### src/rtl/seg7_scan_mux.sv
// Time-multiplexed common-anode 7-segment driver with dead time, brightness and frame strobe.
// Optional leading-zero blanking is enabled by defining SEG7_LZ_BLANK_EN.
module seg7_scan_mux #(
  parameter int NUM_DIGITS  = 4,
  parameter int SCAN_DIV    = 1024,
  parameter int DEAD_CYCLES = 16,
  localparam int CNT_W      = $clog2(SCAN_DIV)
) (
  input  logic                    clk,
  input  logic                    rst_n,
  input  logic [NUM_DIGITS*4-1:0] digits,
  input  logic [NUM_DIGITS-1:0]   dp,
  input  logic [CNT_W-1:0]        bright,
  output logic [7:0]              seg,
  output logic [NUM_DIGITS-1:0]   dig,
  output logic                    frame_tick
);

  // state    | meaning
  // PH_BLANK | dead time at slot start, all digits off
  // PH_ON    | selected digit lit with its snapshot glyph
  // PH_OFF   | rest of slot after brightness window, all off
  localparam int IDX_W = (NUM_DIGITS > 1) ? $clog2(NUM_DIGITS) : 1;

  typedef enum logic [1:0] {PH_BLANK, PH_ON, PH_OFF} phase_e;

  phase_e                  phase;
  logic [CNT_W-1:0]        slot_cnt_q, slot_cnt_d;
  logic [IDX_W-1:0]        idx_q, idx_d;
  logic [3:0]              snap_val_q, snap_val_d;
  logic                    snap_dp_q, snap_dp_d;
  logic                    snap_blank_q, snap_blank_d;
  logic [7:0]              seg_q, seg_d;
  logic [NUM_DIGITS-1:0]   dig_q, dig_d;
  logic                    frame_q, frame_d;

  logic                    slot_start, slot_end;
  logic [3:0]              cur_val, src_val;
  logic                    cur_dp, src_dp;
  logic                    cur_blank, src_blank;
  logic [CNT_W-1:0]        lit_cnt;

  function automatic logic [6:0] glyph(input logic [3:0] v);
    case (v)
      4'h0: glyph = 7'h40;
      4'h1: glyph = 7'h79;
      4'h2: glyph = 7'h24;
      4'h3: glyph = 7'h30;
      4'h4: glyph = 7'h19;
      4'h5: glyph = 7'h12;
      4'h6: glyph = 7'h02;
      4'h7: glyph = 7'h78;
      4'h8: glyph = 7'h00;
      4'h9: glyph = 7'h10;
      4'hA: glyph = 7'h08;
      4'hB: glyph = 7'h03;
      4'hC: glyph = 7'h46;
      4'hD: glyph = 7'h21;
      4'hE: glyph = 7'h06;
      default: glyph = 7'h0E;
    endcase
  endfunction

  always_comb begin
    slot_start = (slot_cnt_q == '0);
    slot_end   = (slot_cnt_q == CNT_W'(SCAN_DIV - 1));
    slot_cnt_d = slot_end ? '0 : slot_cnt_q + CNT_W'(1);
    idx_d      = idx_q;
    if (slot_end) begin
      idx_d = (idx_q == IDX_W'(NUM_DIGITS - 1)) ? '0 : idx_q + IDX_W'(1);
    end

    cur_val = digits[idx_q*4 +: 4];
    cur_dp  = dp[idx_q];
`ifdef SEG7_LZ_BLANK_EN
    // Blank when this digit and everything above it is zero; digit 0 always shows.
    cur_blank = (idx_q != '0) && ((digits >> {idx_q, 2'b00}) == '0);
`else
    cur_blank = 1'b0;
`endif

    snap_val_d   = slot_start ? cur_val   : snap_val_q;
    snap_dp_d    = slot_start ? cur_dp    : snap_dp_q;
    snap_blank_d = slot_start ? cur_blank : snap_blank_q;

    // At slot start the snapshot is being loaded this edge, so use the live value.
    src_val   = snap_val_d;
    src_dp    = snap_dp_d;
    src_blank = snap_blank_d;

    lit_cnt = slot_cnt_q - CNT_W'(DEAD_CYCLES);
    if (slot_cnt_q < CNT_W'(DEAD_CYCLES)) begin
      phase = PH_BLANK;
    end else if (lit_cnt < bright) begin
      phase = PH_ON;
    end else begin
      phase = PH_OFF;
    end

    seg_d = 8'hFF;
    dig_d = '1;
    if (phase == PH_ON) begin
      seg_d = {~src_dp, src_blank ? 7'h7F : glyph(src_val)};
      dig_d = ~(NUM_DIGITS'(1) << idx_q);
    end

    frame_d = slot_end && (idx_q == IDX_W'(NUM_DIGITS - 1));
  end

  always_ff @(posedge clk or negedge rst_n) begin
    if (!rst_n) begin
      slot_cnt_q   <= '0;
      idx_q        <= '0;
      snap_val_q   <= '0;
      snap_dp_q    <= 1'b0;
      snap_blank_q <= 1'b0;
      seg_q        <= 8'hFF;
      dig_q        <= '1;
      frame_q      <= 1'b0;
    end else begin
      slot_cnt_q   <= slot_cnt_d;
      idx_q        <= idx_d;
      snap_val_q   <= snap_val_d;
      snap_dp_q    <= snap_dp_d;
      snap_blank_q <= snap_blank_d;
      seg_q        <= seg_d;
      dig_q        <= dig_d;
      frame_q      <= frame_d;
    end
  end

  assign seg        = seg_q;
  assign dig        = dig_q;
  assign frame_tick = frame_q;

endmodule

### config.mk
export PLATFORM = sky130hd
export DESIGN_NAME = seg7_scan_mux
export DESIGN_NICKNAME = d
export VERILOG_FILES = /design/src/rtl/seg7_scan_mux.sv
export SDC_FILE = /design/constraint.sdc
export NUM_CORES = 1
export LEC_CHECK = 0
export CAP_MARGIN = 20
export CELL_PAD_IN_SITES_DETAIL_PLACEMENT = 0
export CELL_PAD_IN_SITES_GLOBAL_PLACEMENT = 1
export CORE_MARGIN = 2
export CORE_UTILIZATION = 30
export CTS_CLUSTER_DIAMETER = 100
export DETAILED_ROUTE_END_ITERATION = 16
export HOLD_SLACK_MARGIN = 0.03
export PLACE_DENSITY_LB_ADDON = 0.1
export REMOVE_ABC_BUFFERS = 1
export SLEW_MARGIN = 30
export SYNTH_ARGS = -nofsm -noshare
export SYNTH_HDL_FRONTEND = slang
export SYNTH_SLANG_ARGS = --single-unit
### constraint.sdc
create_clock -name clk -period 3.15 [get_ports clk]
set_clock_uncertainty 0.15 [all_clocks]
set_input_delay 0.63 -clock clk [delete_from_list [all_inputs] [get_ports clk]]
set_output_delay 0.63 -clock clk [all_outputs]
set_load 0.03 [all_outputs]
==> impl_metrics.csv, run 1 <==
group,metric,value,unit
run_status,status,"complete, no violations",
timing,final_hold_viol_count,0,
synth,avgSynthCellArea,10.9,um^2
detailed_routing,vias_per_cell,4.63,
worst_setup_path,required,3.19,ns
synth,ys_types,47,
finish,final_util,39.9,%
finish,antenna_cells,0,
global_routing,grt_usage,12.4,%
clock_network,cts_num_sinks,31,
floorplan,start_util,30.6,%
synth,synth-compound-area-share,10.3,%
synth,synth_area_leaders,"dfrtp_1 23%, dfstp_2 15%, ha_1 15%",
timing,slew_headroom,61.6,%
floorplan,die_h,86.6,um
synth,synth-simple-area-share,14.5,%
placed_design,io_buffers,44,
timing,period_needed,2.68,ns
finish,final_area,2670,um^2
timing,setup_tns,0,ns
floorplan,core_area,6680,um^2
synth,netlist_area,2050,um^2
synth,synthMuxAreaShare,9.72,%
clock_network,tritoncts,"built",
synth,async_reset_ff_share,100,%
clock_network,clock_path_buffers,2,
synth,synth_seq_area_share,38.7,%
worst_setup_path,path_class,"reg -> reg",
timing,worst_pin_slew,0.575,ns
worst_setup_path,crit_fanout,6,
global_routing,grt_pass1_vias,1562,
synth,synth_top_area_share,23.2,%
detailed_routing,drcViolationCount,0,
clock_network,cts_resized,0,
clock_network,clk-insertion-delay-late,0.28,ns
floorplan,fp-row-count,30,
worst_setup_path,end_kind,"flop",
synth,synth_edf_count,0,
detailed_routing,drt_wl_total,4.17,mm
synth,yosys_register_bits,31,
synth,synth_top_family_by_area,"adder cells",
power,p_leak,1.23,nW
synth,synthAdderAreaFrac,14.7,%
synth,yosysTopAreaCell,"dfrtp_1",
synth,synthCells,187,
detailed_routing,ant_nets,0,
synth,ys.flop_type,"dfrtp_1",
timing,setup_viol,0,
placed_design,post-dp-hpwl,3.27,mm
clock_network,cts_max_level,2,
detailed_routing,first_pass_iters,4,
detailed_routing,detail_route.wl_per_cell,13.1,um
timing,slew_viol_final,0,
min_path,hold_path_class,"reg -> reg",
synth,synth_xor_area_share,5.57,%
job,max_cap_violations,0,
worst_setup_path,arrival,2.71,ns
clock_network,post_cts_buffers,0,
placed_design,dpl-instance-area,2580,um^2
floorplan,die_area,7500,um^2
finish,nets,294,
clock_network,clkTransAtPathRegs,0.07,ns
synth,ys_warn_count,0,
detailed_routing,vias,1478,
global_routing,grt_pass1_wl,7.32,mm
power,p_per_area,333,nW/um^2
timing,grt_setup_unrepaired,"false",
global_routing,grt_max_degree,32,
clock_network,cts_root_buffer,"clkbuf_8",
floorplan,dieWidth,86.6,um
clock_network,cts-hold-fix-buffers,0,
power,max-vdd-ir-drop,0.158,mV
floorplan,io_pins,45,
finish,drive_gt1_share,19.7,%
timing,fmaxAchievable,0.374,GHz
global_routing,grt_overflow,0,
global_routing,antenna_found_initial,0,
clock_network,cts_made_buffers,5,
detailed_routing,first_iter_violations,37,
timing,period_share,85.0,%
finish,syn_to_final_growth,30.5,%
worst_setup_path,startpoint_type,"flop",
placed_design,gp_congestion,0.799,
==> final cells by class <==
| type | count | area (um^2) |
|---|---|---|
| Fill cell | 695 | 4010 |
| Tap cell | 80 | 100 |
| Inverter | 22 | 87.6 |
| Clock inverter | 1 | 5.00 |
| Clock buffer | 7 | 86.3 |
| Timing Repair Buffer | 49 | 478 |
| Multi-Input combinational cell | 129 | 1120 |
| Sequential cell | 31 | 791 |
==> stage by stage <==
step	std cells	worst slack [ns]	hold slack, ns	total power, mW
CTS	319	0.441	0.350	0.904
floorplan	182	0.750	0.184	0.501
global route	319	0.210	0.371	0.942
detailed placement	311	0.248	0.335	0.577
global placement	311	0.260	0.329	0.577
finish	319	0.473	0.345	0.888
==> routing by layer <==
layer	global-route usage, %	wire (um)	vias to the layer above	part of all wire, %
met4	2.13	13	0	0.31
met1	16.8	1890	698	45
met3	3.52	179	2	4.3
li1	-	-	745	-
met5	0	0	-	0
met2	20.1	2090	33	50
==> synthesized netlist by cell type, types with 3 or more instances <==
cell      instances
a21oi_1           7
xnor2_1           7
o21ai_0           6
nand2_1          15
and3_1            3
nand3_1           4
xor2_1            6
dfrtp_1          19
dfstp_2          12
mux2i_1           5
o211ai_1          3
inv_1            19
ha_1             24
o221ai_1          3
nor2_1            9
mux4_2            5
==> worst paths after layout <==
kind / endpoint / slack [ns] / cells past startpoint / startpoint
worst max register to register: seg[0] / 0.47 / 10 / slot_cnt_q[4]
worst min register to register: snap_dp_q / 0.35 / 1 / snap_dp_q
min in group asynchronous: slot_cnt_q[9] / 0.60 / 2 / rst_n
worst max-delay path: seg[0] / 0.47 / 10 / slot_cnt_q[4]
worst min-delay path: snap_dp_q / 0.35 / 1 / snap_dp_q
max in group asynchronous: dig[2] / 1.91 / 2 / rst_n
==> placed cells by master, fill, tap and decap left out, drive strengths merged, types with 6 or more instances in the layout <==
master,count
inv,22
xnor2,7
nand2,16
dfstp,12
nor2,10
mux2i,6
dfrtp,19
clkbuf,7
xor2,6
o21ai,8
clkdlybuf4s50,44
a21oi,7
ha,24
==> flip-flops by register name, summed over array words and instances (netlist names) <==
signal,cells
idx_q,2
slot_cnt_q,10
snap_dp_q,1
snap_val_q,4
seg,8
snap_blank_q,1
frame_tick,1
dig,4
==> cell families (layout without fill, tap and decap cells) <==
group / Yosys count / after routing
AO/OA/AOI/OAI: 29 / 29
AND/OR/NAND/NOR: 50 / 50
adder cells (fa/ha/maj): 24 / 24
XOR/XNOR: 13 / 13
flip-flops: 31 / 31
multiplexers: 13 / 13
buffers and inverters: 27 / 79
==> power by group <==
part	switching, mW	total (mW)	internal, mW	leakage [nW]
clock	0.144	0.320	0.176	0.0482
sequential	0.00369	0.421	0.417	0.365
combinational	0.0683	0.147	0.0784	0.818
total	0.216	0.888	0.672	1.23
==> critical path, cell delays in order (launching register included) <==
cell       delay (ns)
dfrtp_1          0.40
inv_1            0.19
ha_1             0.19
and4bb_2         0.34
nand2_2          0.15
mux2i_2          0.39
inv_2            0.13
ha_1             0.28
a21oi_1          0.15
o2bb2ai_1        0.15
o21ai_1          0.08
Note: power is estimated with default switching activity, not from simulation.
==> run 2: changes to the inputs <==
==> constraint.sdc (replaced) <==
create_clock -name clk -period 2.63 [get_ports clk]
set_clock_uncertainty 0.15 [all_clocks]
set_input_delay 0.526 -clock clk [delete_from_list [all_inputs] [get_ports clk]]
set_output_delay 0.526 -clock clk [all_outputs]
set_load 0.03 [all_outputs]
==> impl_metrics.csv, run 2 (synthesis results as in run 1) <==
group,metric,value,unit
run_status,status,"complete, no violations",
detailed_routing,vias,1497,
clock_network,clkTransAtPathRegs,0.06,ns
detailed_routing,drcViolationCount,0,
power,p_per_area,392,nW/um^2
floorplan,io_pins,45,
worst_setup_path,cp_slowest_cell,"dfrtp_1",
timing,period_share,93.2,%
timing,period_needed,2.45,ns
clock_network,cts_num_sinks,31,
worst_setup_path,path_class,"reg -> reg",
worst_setup_path,end_kind,"flop",
finish,largest_register_ffs,10,
global_routing,grt_max_degree,32,
detailed_routing,detail_route.wl_per_cell,12.6,um
timing,slew_headroom,66.4,%
placed_design,place_ws,-0.140,ns
power,totalPowerFinal,1.10,mW
min_path,hold_path_class,"reg -> reg",
worst_setup_path,cp_top_family,"adder cells",
clock_network,clk-insertion-delay-late,0.28,ns
placed_design,post-dp-hpwl,3.34,mm
finish,drive_gt1_share,25.8,%
timing,hold_ws,0.347,ns
timing,fmaxAchievable,0.408,GHz
finish,largest_register,"slot_cnt_q",
timing,setup_tns,0,ns
floorplan,core_area,6680,um^2
timing,worst_pin_slew,0.498,ns
placed_design,io_buffers,44,
timing,timing.final.ws_setup,0.179,ns
detailed_routing,first_pass_iters,4,
clock_network,tritoncts,"built",
global_routing,grt_pass1_vias,1574,
timing,grt_setup_unrepaired,"false",
floorplan,dieWidth,86.6,um
global_routing,grt_usage,12.4,%
worst_setup_path,crit_chain,"inv_1 -> ha_1 -> and4bb_4 -> nand2_2 -> mux2_2 -> inv_1 -> ha_1 -> o221a_1 -> o21ai_1",
timing,setup_viol,0,
detailed_routing,first_iter_violations,37,
finish,syn_to_final_growth,37.1,%
detailed_routing,drt_wl_total,4.17,mm
power,max-vdd-ir-drop,0.245,mV
worst_setup_path,crit_buf_inv,2,
floorplan,die_h,86.6,um
finish,antenna_cells,0,
clock_network,cts_max_level,2,
finish,fin_cells,332,
floorplan,fp-row-count,30,
finish,layout_commonest_cell,"clkdlybuf4s50_1",
job,max_cap_violations,0,
clock_network,cts_root_buffer,"clkbuf_8",
clock_network,clock_path_buffers,2,
worst_setup_path,cpPeakStageDelay,0.41,ns
worst_setup_path,crit_fanout,5,
worst_setup_path,startpoint_type,"flop",
global_routing,grt_pass1_wl,7.26,mm
placed_design,placedCellCount,323,
placed_design,dpl-instance-area,2670,um^2
finish,final_util,42.0,%
finish,final_area,2800,um^2
finish,layout_common_cells,"44 x clkdlybuf4s50_1, 23 x ha_1, 19 x inv_1, 19 x dfrtp_1, 18 x buf_4",
detailed_routing,vias_per_cell,4.51,
detailed_routing,ant_nets,0,
global_routing,antenna_found_initial,0,
timing,final_hold_viol_count,0,
floorplan,die_area,7500,um^2
worst_setup_path,arrival,2.51,ns
floorplan,start_util,30.6,%
global_routing,grt_overflow,0,
placed_design,gp_congestion,0.758,
worst_setup_path,required,2.69,ns
timing,slew_viol_final,0,
clock_network,cts_made_buffers,5,
finish,nets,307,
power,p_leak,1.30,nW
clock_network,cts-hold-fix-buffers,0,
## run 2: changes by cell type in the layout (fill, tap and decap cells not counted), sizes merged
cell    change
buf        +13
clkbuf      +1
clkinv      -1
## run 2: worst paths after layout
path                                    start            end  cells past startpoint  slack (ns)
worst max register to register  slot_cnt_q[5]         seg[3]                      9        0.18
max in group asynchronous               rst_n         dig[3]                      2        1.51
worst min-delay path                snap_dp_q      snap_dp_q                      1        0.35
worst min register to register      snap_dp_q      snap_dp_q                      1        0.35
worst max-delay path            slot_cnt_q[5]         seg[3]                      9        0.18
min in group asynchronous               rst_n  snap_val_q[3]                      2        0.49
## run 2: routing by layer
layer | vias to the layer above | part of all wire [%] | GRT usage (%)
li1 | 771 | - | -
met1 | 694 | 48 | 16.4
met2 | 26 | 47 | 19.7
met3 | 6 | 3.7 | 3.71
met4 | 0 | 1.0 | 3.41
met5 | - | 0 | 0
## run 2: final cells by class
| class | instances | area [um^2] |
|---|---|---|
| well taps | 80 | 100 |
| flip-flops and latches | 31 | 791 |
| fillers | 674 | 3880 |
| repair buffers | 62 | 576 |
| inverters | 22 | 87.6 |
| clock buffers | 8 | 100 |
| multi-input cells | 129 | 1150 |
## run 2: power breakdown
part           leakage (nW)  internal, mW  total (mW)  switching [mW]
clock                0.0515         0.239       0.407           0.169
sequential            0.365         0.500       0.505         0.00484
combinational         0.884         0.102       0.186          0.0840
total                  1.30         0.840        1.10           0.258
## run 2: what timing repair did
action                                  CTS  global route
pin swaps                                 1             2
gates resized for setup                   0             6
endpoints found under the setup margin    3             7
setup buffers                             0             1
